==> src/rtl/alu_mul_seq.sv <==
// alu_mul_seq: shift-and-add multiplier that borrows the shared combinational ALU, one add per cycle
module alu_mul_seq #(
  parameter int         WIDTH      = 32,
  parameter bit         EARLY_EXIT = 1'b1,
  parameter logic [2:0] ALU_ADD    = 3'b010
) (
  input  logic             clk,
  input  logic             rst_n,
  input  logic             start,
  input  logic             abort,
  input  logic [WIDTH-1:0] op_a,
  input  logic [WIDTH-1:0] op_b,
  output logic             ready,
  output logic             done,
  output logic [WIDTH-1:0] result,
  output logic             alu_sel,
  output logic [WIDTH-1:0] alu_read1,
  output logic [WIDTH-1:0] alu_read2,
  output logic [2:0]       alu_ops,
  input  logic [WIDTH-1:0] alu_out
);
  typedef enum logic [1:0] {S_IDLE, S_RUN, S_DONE} state_t;
  localparam logic [WIDTH-1:0] LAST = WIDTH'(WIDTH - 1);
  state_t           r_state, w_next;
  logic [WIDTH-1:0] r_acc, r_mcand, r_mplier, r_cnt;
  logic             w_run, w_accept, w_last;
  assign w_run    = r_state == S_RUN;
  assign w_accept = ready && start;
  assign w_last   = (r_cnt == LAST) || (EARLY_EXIT && r_mplier[WIDTH-1:1] == '0);
  // state register
  always_ff @(posedge clk or negedge rst_n) begin
    if (!rst_n) r_state <= S_IDLE;
    else        r_state <= w_next;
  end
  // next state: abort beats completion; ready states accept a new start
  always_comb begin
    w_next = S_IDLE;
    w_next = w_accept ? S_RUN : w_run ? (abort ? S_IDLE : w_last ? S_DONE : S_RUN) : S_IDLE;
  end
  // ALU is driven only while running; outside RUN the mux ignores these
  always_comb begin
    ready     = (r_state == S_IDLE) || (r_state == S_DONE);
    done      = r_state == S_DONE;
    alu_sel   = w_run;
    alu_read1 = w_run ? r_acc : '0;
    alu_read2 = (w_run && r_mplier[0]) ? r_mcand : '0;
    alu_ops   = ALU_ADD;
  end
  // operand capture, one partial-product step per RUN cycle, result on final step
  always_ff @(posedge clk or negedge rst_n) begin
    if (!rst_n) begin
      r_acc    <= '0;
      r_mcand  <= '0;
      r_mplier <= '0;
      r_cnt    <= '0;
      result   <= '0;
    end else if (w_accept) begin
      r_acc    <= '0;
      r_mcand  <= op_a;
      r_mplier <= op_b;
      r_cnt    <= '0;
    end else if (w_run) begin
      r_acc    <= alu_out;
      r_mcand  <= r_mcand << 1;
      r_mplier <= r_mplier >> 1;
      r_cnt    <= r_cnt + 1'b1;
      if (!abort && w_last) result <= alu_out;
    end
  end
endmodule

==> config.mk <==
export PLATFORM = sky130hd
export DESIGN_NAME = alu_mul_seq
export DESIGN_NICKNAME = d
export VERILOG_FILES = /design/src/rtl/alu_mul_seq.sv
export SDC_FILE = /design/constraint.sdc
export NUM_CORES = 1
export LEC_CHECK = 0
export ABC_AREA = 1
export CORE_ASPECT_RATIO = 0.7
export CORE_MARGIN = 4
export CORE_UTILIZATION = 55
export CTS_BUF_LIST = sky130_fd_sc_hd__clkbuf_8
export CTS_CLUSTER_DIAMETER = 100
export DETAILED_ROUTE_END_ITERATION = 10
export GPL_TIMING_DRIVEN = 0
export PLACE_DENSITY = 0.88
export REMOVE_ABC_BUFFERS = 1
export SYNTH_ARGS = -nofsm -noshare
export SYNTH_HDL_FRONTEND = slang
export SYNTH_SLANG_ARGS = --single-unit
export TNS_END_PERCENT = 5
==> constraint.sdc <==
create_clock -name clk -period 4.5 [get_ports clk]
set_clock_uncertainty 0.2 [all_clocks]
set_input_delay 0.9 -clock clk [delete_from_list [all_inputs] [get_ports clk]]
set_output_delay 0.9 -clock clk [all_outputs]
set_load 0.02 [all_outputs]
; After elaboration in Yosys (flattened, before gate mapping)
; Cells that the tools add are included.
[word_totals]
reg_bits = 162
inputBits = 100
[op_classes]
bitwise = 1
reduce_logical = 10
n_eq_ne = 3
n_mux = 14
n_addsub = 1
[ops]
columns = cell, count
row1 = $mux 32, 10
row2 = $add 32x1->32 const B, 1
row3 = $eq 32x5->1 const B, 1
row4 = $logic_not 31->1, 1
row5 = $mux 2, 4
row6 = $logic_and 1x1->1, 3
row7 = $reduce_and 3->1, 1
row8 = $eq 2x1->1 const B, 1
row9 = $eq 2x2->1 const B, 1
row10 = $logic_not 2->1, 1
row11 = $logic_or 1x1->1, 2
row12 = $reduce_bool 2->1, 1
row13 = $logic_not 1->1, 1
row14 = $not 1->1, 1

; Longest topological paths before layout
; Gate-level depths: netlist of the first run.
[logic_depth]
word_depth = 6
mapped_depth = 11
mapped_depth_nobuf = 10

; Least setup slack after synthesis of the first run
; OpenSTA, ideal clock, no wires.
[synth_path]
kind = flip-flop to output port
start = register r_state[0]
end = output port alu_read2[10]
path_stages_with_launch = 6
t_required_ns = 3.400
arrival_ns = 1.295
path_slack_ns = 2.105
path_buffers = 1
path_cell_list = dfrtp_1 > inv_2 > nor2_2 > nand2_1 > clkbuf_1 > nor2_1
[synth_between]
elab_chain_len = 3
[synth_rtl]
columns = element, line_no
row1 = "start, declared", 24  ; state_t r_state, w_next;
row2 = "start signal, assigned", 33  ; else r_state <= w_next;
row3 = $eq 2x1->1, 27  ; assign w_run = r_state == S_RUN;
row4 = $logic_and 1x1->1, 46  ; alu_read2 = (w_run && r_mplier[0]) ? r_mcand : '0;
row5 = $mux 32, 46
row6 = "end, declared", 18  ; output logic [WIDTH-1:0] alu_read2,
; Every way passes these cells.

; Worst setup path in the final report of the first run
[layout_path]
start = register r_state[0]
end = output port alu_read2[26]
; The elaborated chain is that of the path after synthesis.

==> impl_metrics.env, run 1 <==
export IMPL_gp_congestion=0.8741
export IMPL_clkTransAtPathRegs_ps=110
export IMPL_cap_violations=0
export IMPL_grt_first_pass_wirelength_mm=36.43
export IMPL_peakVddDrop_mv=0.2310
export IMPL_grt_max_degree=93
export IMPL_dp_hpwl_mm=15.21
export IMPL_setup_violations=0
export IMPL_drc=0
export IMPL_post_place_ws_ps=493.0
export IMPL_path_cells="inv_2 > nor2_4 > nand2_2 > nor2_1 > clkdlybuf4s50_1"
export IMPL_core_area_um2=13960
export IMPL_cts_buffer_depth=2
export IMPL_drt_pass1_iter_count=5
export IMPL_final_cells=1380
export IMPL_clk_latency_ps=470
export IMPL_crit_arrival_ps=3030
export IMPL_ys_types=32
export IMPL_grt_pass1_vias=7292
export IMPL_path_class="flip-flop to primary output"
export IMPL_netlist_area_um2=7861
export IMPL_final_cell_mix="nand2_1 (246), clkdlybuf4s50_1 (197), dfrtp_1 (162)"
export IMPL_path_buf_inv=2
export IMPL_clock_sinks=162
export IMPL_finalInstanceArea_um2=10360
export IMPL_finalSetupTns_ps=0
export IMPL_wl_mm=22.44
export IMPL_max_stage_delay_ps=650
export IMPL_track_usage_pct=28.27
export IMPL_maxSlewViolCount=0
export IMPL_antenna_cells=0
export IMPL_antenna_found_initial=0
export IMPL_multi_input_area_um2=3005
export IMPL_nFillCells=1052
export IMPL_reg2reg_depth=6
export IMPL_min_period_ps=4128
export IMPL_hp_class="input pin to async pin"
export IMPL_yosysSeqAreaShare_pct=51.57
export IMPL_die_area_um2=16300
export IMPL_start_util_pct=56.30
export IMPL_p_per_area_nw_per_um2=390.5
export IMPL_postCtsHoldBufs=0
export IMPL_layout_nets=1278
export IMPL_final_common_cell="nand2_1"
export IMPL_dieHeight_um=108.0
export IMPL_syn_to_final_growth_pct=31.74
export IMPL_startpoint_type="flip-flop"
export IMPL_hold_violations=0
export IMPL_timing_final_ws_setup_ps=372.2
export IMPL_crit_family="simple AND/OR/NAND/NOR gates"
export IMPL_final_antenna_net_count=0
export IMPL_yosys_area_top_type_share_pct=51.57
export IMPL_die_w_um=150.9
export IMPL_avgViaCountPerCell=5.338
export IMPL_rows=36
export IMPL_cts_setup_buffers=0
export IMPL_yosysTopAreaCell="dfrtp_1"
export IMPL_overflow=0
export IMPL_status="finished clean"
export IMPL_place_area_um2=9932
export IMPL_synthTopCellsByArea="dfrtp_1 (52%), nand2_1 (12%), nor2_1 (6.8%)"
export IMPL_final_core_util_pct=74.17
export IMPL_whs_ps=185.3
export IMPL_pin_count=202
export IMPL_ys_ff_latch=162
export IMPL_placed_cells=1348
export IMPL_routedWlPerCell_um=16.26
export IMPL_vias=7367
export IMPL_port_buffer_count=198
export IMPL_rsz0062_at_grt="no"
export IMPL_p_leak_nw=4.845
export IMPL_cts_buffers=17
export IMPL_worstPathRequired_ps=3400
export IMPL_relSlewSlack_pct=27.36
export IMPL_syn_avg_cell_area_um2=7.791
export IMPL_cp_end_kind="primary output"
export IMPL_cts_tree="built"
export IMPL_drive_above_1_share_pct=5.798
export IMPL_drtIter0Drc=653
export IMPL_cp_depth=5
export IMPL_max_freq_ghz=0.2423
export IMPL_ctsHtreeMaxLevel=4
export IMPL_critPathMaxFanout=32
export IMPL_clock_root_buffer="clkbuf_8"
export IMPL_timing_final_crit_share_pct=91.73
export IMPL_max_slew_worst_pin_slew_ps=1090
export IMPL_total_power_mw=4.044
export IMPL_ys_warn_count=0
export IMPL_critical_path_slowest_cell="clkdlybuf4s50_1"
export IMPL_synth_cells=1009
export IMPL_seq_area_um2=4054
## synthesized netlist by cell type
master	instances
nor2_4	3
inv_2	14
a32o_1	1
nor3_2	1
nand2_2	6
a21oi_1	13
o21ai_1	19
ha_1	1
nand2_4	2
a31oi_1	1
conb_1	2
o21ai_0	70
o22ai_1	16
buf_2	19
buf_6	3
o221ai_1	33
o31ai_1	1
dfrtp_1	162
nor3_1	9
buf_1	3
and2_1	1
buf_4	7
nor2_1	143
clkbuf_1	22
o211ai_1	2
nor2_2	4
nand2_1	247
inv_1	132
nand3_1	59
nand3_2	1
nand4_1	11
nand3b_1	1
## cells by family after synthesis
group                      share of synthesized area (%)
other                                            0.09553
AOI/OAI and AO/OA                                  11.94
buffers and inverters                              10.47
adders and majority gates                         0.1591
DFF                                                51.57
and+or+nand+nor                                    25.77
## power by group
group / total [mW] / leakage (nW) / internal, mW / switching [mW]
combinational: 1.15 / 2.55 / 0.453 / 0.696
sequential: 1.82 / 2.09 / 1.71 / 0.113
clock: 1.07 / 0.204 / 0.425 / 0.650
total: 4.04 / 4.84 / 2.58 / 1.46
## layer usage
metal,vias up,part of all wire (%),track usage (%)
met3,30,9.1,8.463
met4,0,1.4,6.921
met2,294,46,43.36
met5,-,0,0
met1,3498,44,39.85
li1,3545,-,-
## what timing repair did
item / 4_1_cts / 5_1_grt
hold endpoints to repair: 0 / 0
resized for setup: 1 / 0
setup endpoints to repair: 1 / 0
## cell type report
class	count	share of cell area, %
Multi-Input combinational cell	648	29.02
Tap cell	190	2.296
Sequential cell	162	39.14
Timing Repair Buffer	202	20.18
Inverter	146	5.292
Clock buffer	17	2.259
Clock inverter	15	1.812
## sequential cells by signal (all words and copies together) (netlist names)
register	cells
r_state	2
r_mplier	32
r_mcand	32
result	32
r_acc	32
r_cnt	32
## worst paths after layout
path | from | to | slack, ps
setup / recovery | r_state[0] | alu_read2[26] | 370
hold / removal | rst_n | r_mplier[26] | 190
setup reg to reg | r_state[0] | r_cnt[11] | 1560
hold reg to reg | result[20] | result[20] | 280
max in group asynchronous | rst_n | r_cnt[26] | 3070
min in group clk | result[20] | result[20] | 280
No activity file was read; power rests on OpenSTA's default activity.
==> inputs of run 2 (changes only) <==
--- a/config.mk
+++ b/config.mk
@@ -13,6 +13,7 @@
 export CTS_CLUSTER_DIAMETER = 100
 export DETAILED_ROUTE_END_ITERATION = 10
 export GPL_TIMING_DRIVEN = 0
+export MAX_ROUTING_LAYER = met4
 export PLACE_DENSITY = 0.88
 export REMOVE_ABC_BUFFERS = 1
 export SYNTH_ARGS = -nofsm -noshare
==> run 2 against run 1 <==
Flip-flop and latch count is the same. Clock power about the same. Non-clock buffer count is the same. Via count grew 0.37%. Total power is 0.83% lower. Critical path type unchanged.
==> impl_metrics.env, run 2 (same netlist as run 1, synthesis figures left out) <==
export IMPL_status="finished clean"
export IMPL_cp_end_kind="primary output"
export IMPL_drive_above_1_share_pct=5.630
export IMPL_p_leak_nw=4.843
export IMPL_gp_congestion=0.8772
export IMPL_timing_final_ws_setup_ps=500.7
export IMPL_antenna_cells=0
export IMPL_routedWlPerCell_um=16.24
export IMPL_wl_mm=22.41
export IMPL_cts_buffers=17
export IMPL_clock_root_buffer="clkbuf_8"
export IMPL_final_antenna_net_count=0
export IMPL_grt_first_pass_wirelength_mm=36.43
export IMPL_timing_final_crit_share_pct=88.87
export IMPL_die_area_um2=16300
export IMPL_critPathMaxFanout=32
export IMPL_place_area_um2=9932
export IMPL_rows=36
export IMPL_path_cells="inv_2 > nor2_4 > nand2_4 > nor2_1 > clkdlybuf4s50_1"
export IMPL_grt_max_degree=94
export IMPL_nFillCells=1091
export IMPL_layout_nets=1278
export IMPL_startpoint_type="flip-flop"
export IMPL_final_cells=1380
export IMPL_syn_to_final_growth_pct=31.27
export IMPL_avgViaCountPerCell=5.358
export IMPL_final_common_cell="nand2_1"
export IMPL_finalInstanceArea_um2=10320
export IMPL_cts_buffer_depth=2
export IMPL_multi_input_area_um2=3010
export IMPL_grt_pass1_vias=7434
export IMPL_setup_violations=0
export IMPL_maxSlewViolCount=0
export IMPL_max_stage_delay_ps=640
export IMPL_cap_violations=0
export IMPL_port_buffer_count=198
export IMPL_max_freq_ghz=0.2500
export IMPL_crit_arrival_ps=2900
export IMPL_pin_count=202
export IMPL_hold_violations=0
export IMPL_ctsHtreeMaxLevel=4
export IMPL_min_period_ps=3999
export IMPL_drt_pass1_iter_count=7
export IMPL_final_cell_mix="nand2_1 (246), clkdlybuf4s50_1 (197), dfrtp_1 (162)"
export IMPL_vias=7394
export IMPL_finalSetupTns_ps=0
export IMPL_track_usage_pct=29.23
export IMPL_cts_tree="built"
export IMPL_path_class="flip-flop to primary output"
export IMPL_p_per_area_nw_per_um2=388.6
export IMPL_postCtsHoldBufs=0
export IMPL_placed_cells=1348
export IMPL_worstPathRequired_ps=3400
export IMPL_drtIter0Drc=609
export IMPL_seq_area_um2=4054
export IMPL_path_buf_inv=2
export IMPL_die_w_um=150.9
export IMPL_hp_class="input pin to async pin"
export IMPL_overflow=0
export IMPL_core_area_um2=13960
export IMPL_clock_sinks=162
export IMPL_antenna_found_initial=0
export IMPL_peakVddDrop_mv=0.2272
export IMPL_clkTransAtPathRegs_ps=100
export IMPL_drc=0
export IMPL_relSlewSlack_pct=27.59
export IMPL_start_util_pct=56.30
export IMPL_dieHeight_um=108.0
export IMPL_max_slew_worst_pin_slew_ps=1082
export IMPL_rsz0062_at_grt="no"
export IMPL_dp_hpwl_mm=15.04
export IMPL_post_place_ws_ps=349.5
export IMPL_crit_family="simple AND/OR/NAND/NOR gates"
export IMPL_critical_path_slowest_cell="clkdlybuf4s50_1"
export IMPL_clk_latency_ps=460
run 2: where the power goes:
group | switching (mW) | leakage (nW) | internal (mW)
logic | 0.693 | 2.56 | 0.454
clock network | 0.592 | 0.197 | 0.453
registers | 0.111 | 2.09 | 1.71
run 2: path summary, 6_finish.rpt:
path / startpoint / endpoint / slack [ps] / cells past startpoint
min in group clk: result[20] / result[20] / 280 / 2
min: rst_n / r_mplier[27] / 210 / 1
max reg2reg: r_state[0] / r_mcand[30] / 1590 / 7
min reg2reg: result[20] / result[20] / 280 / 2
max: r_state[0] / alu_read2[24] / 500 / 5
max in group asynchronous: rst_n / result[15] / 3050 / 2
run 2: per-stage QoR:
step                power (mW)  hold WS [ps]  util [%]
finish                   4.010         214.2     73.91
global route             4.240         255.1     73.91
detailed placement       2.980         259.0     71.13
floorplan                2.467         253.0         -
global placement         2.921         253.7     70.25
CTS                      4.019         237.1     73.87
run 2: layer usage:
metal	vias to the layer above	GRT usage (%)	part of all wire, %
met5	-	-	0
met4	0	6.986	1.9
met1	3488	38.90	44
met3	47	9.049	8.4
li1	3538	-	-
met2	321	44.38	46
run 2: what timing repair did:
| action | CTS | global route |
|---|---|---|
| buffers inserted | 0 | 0 |
| endpoints found under the hold margin | 0 | 0 |
| resized for setup | 1 | 1 |
| endpoints found under the setup margin | 29 | 2 |
run 2: worst register-to-register path: cells and delay by family, from the launching register on:
kind / cells / cell delay (ps)
AOI/OAI and AO/OA: 1 / 70
buffers and inverters: 3 / 880
DFF: 1 / 450
and+or+nand+nor: 3 / 1220
run 2: layout make-up:
type | instances | area share (%)
flip-flops and latches | 162 | 39.28
multi-input cells | 648 | 29.17
repair buffers | 202 | 20.25
clock buffers | 17 | 2.267
inverters | 146 | 5.310
well taps | 190 | 2.304
clock inverters | 15 | 1.419
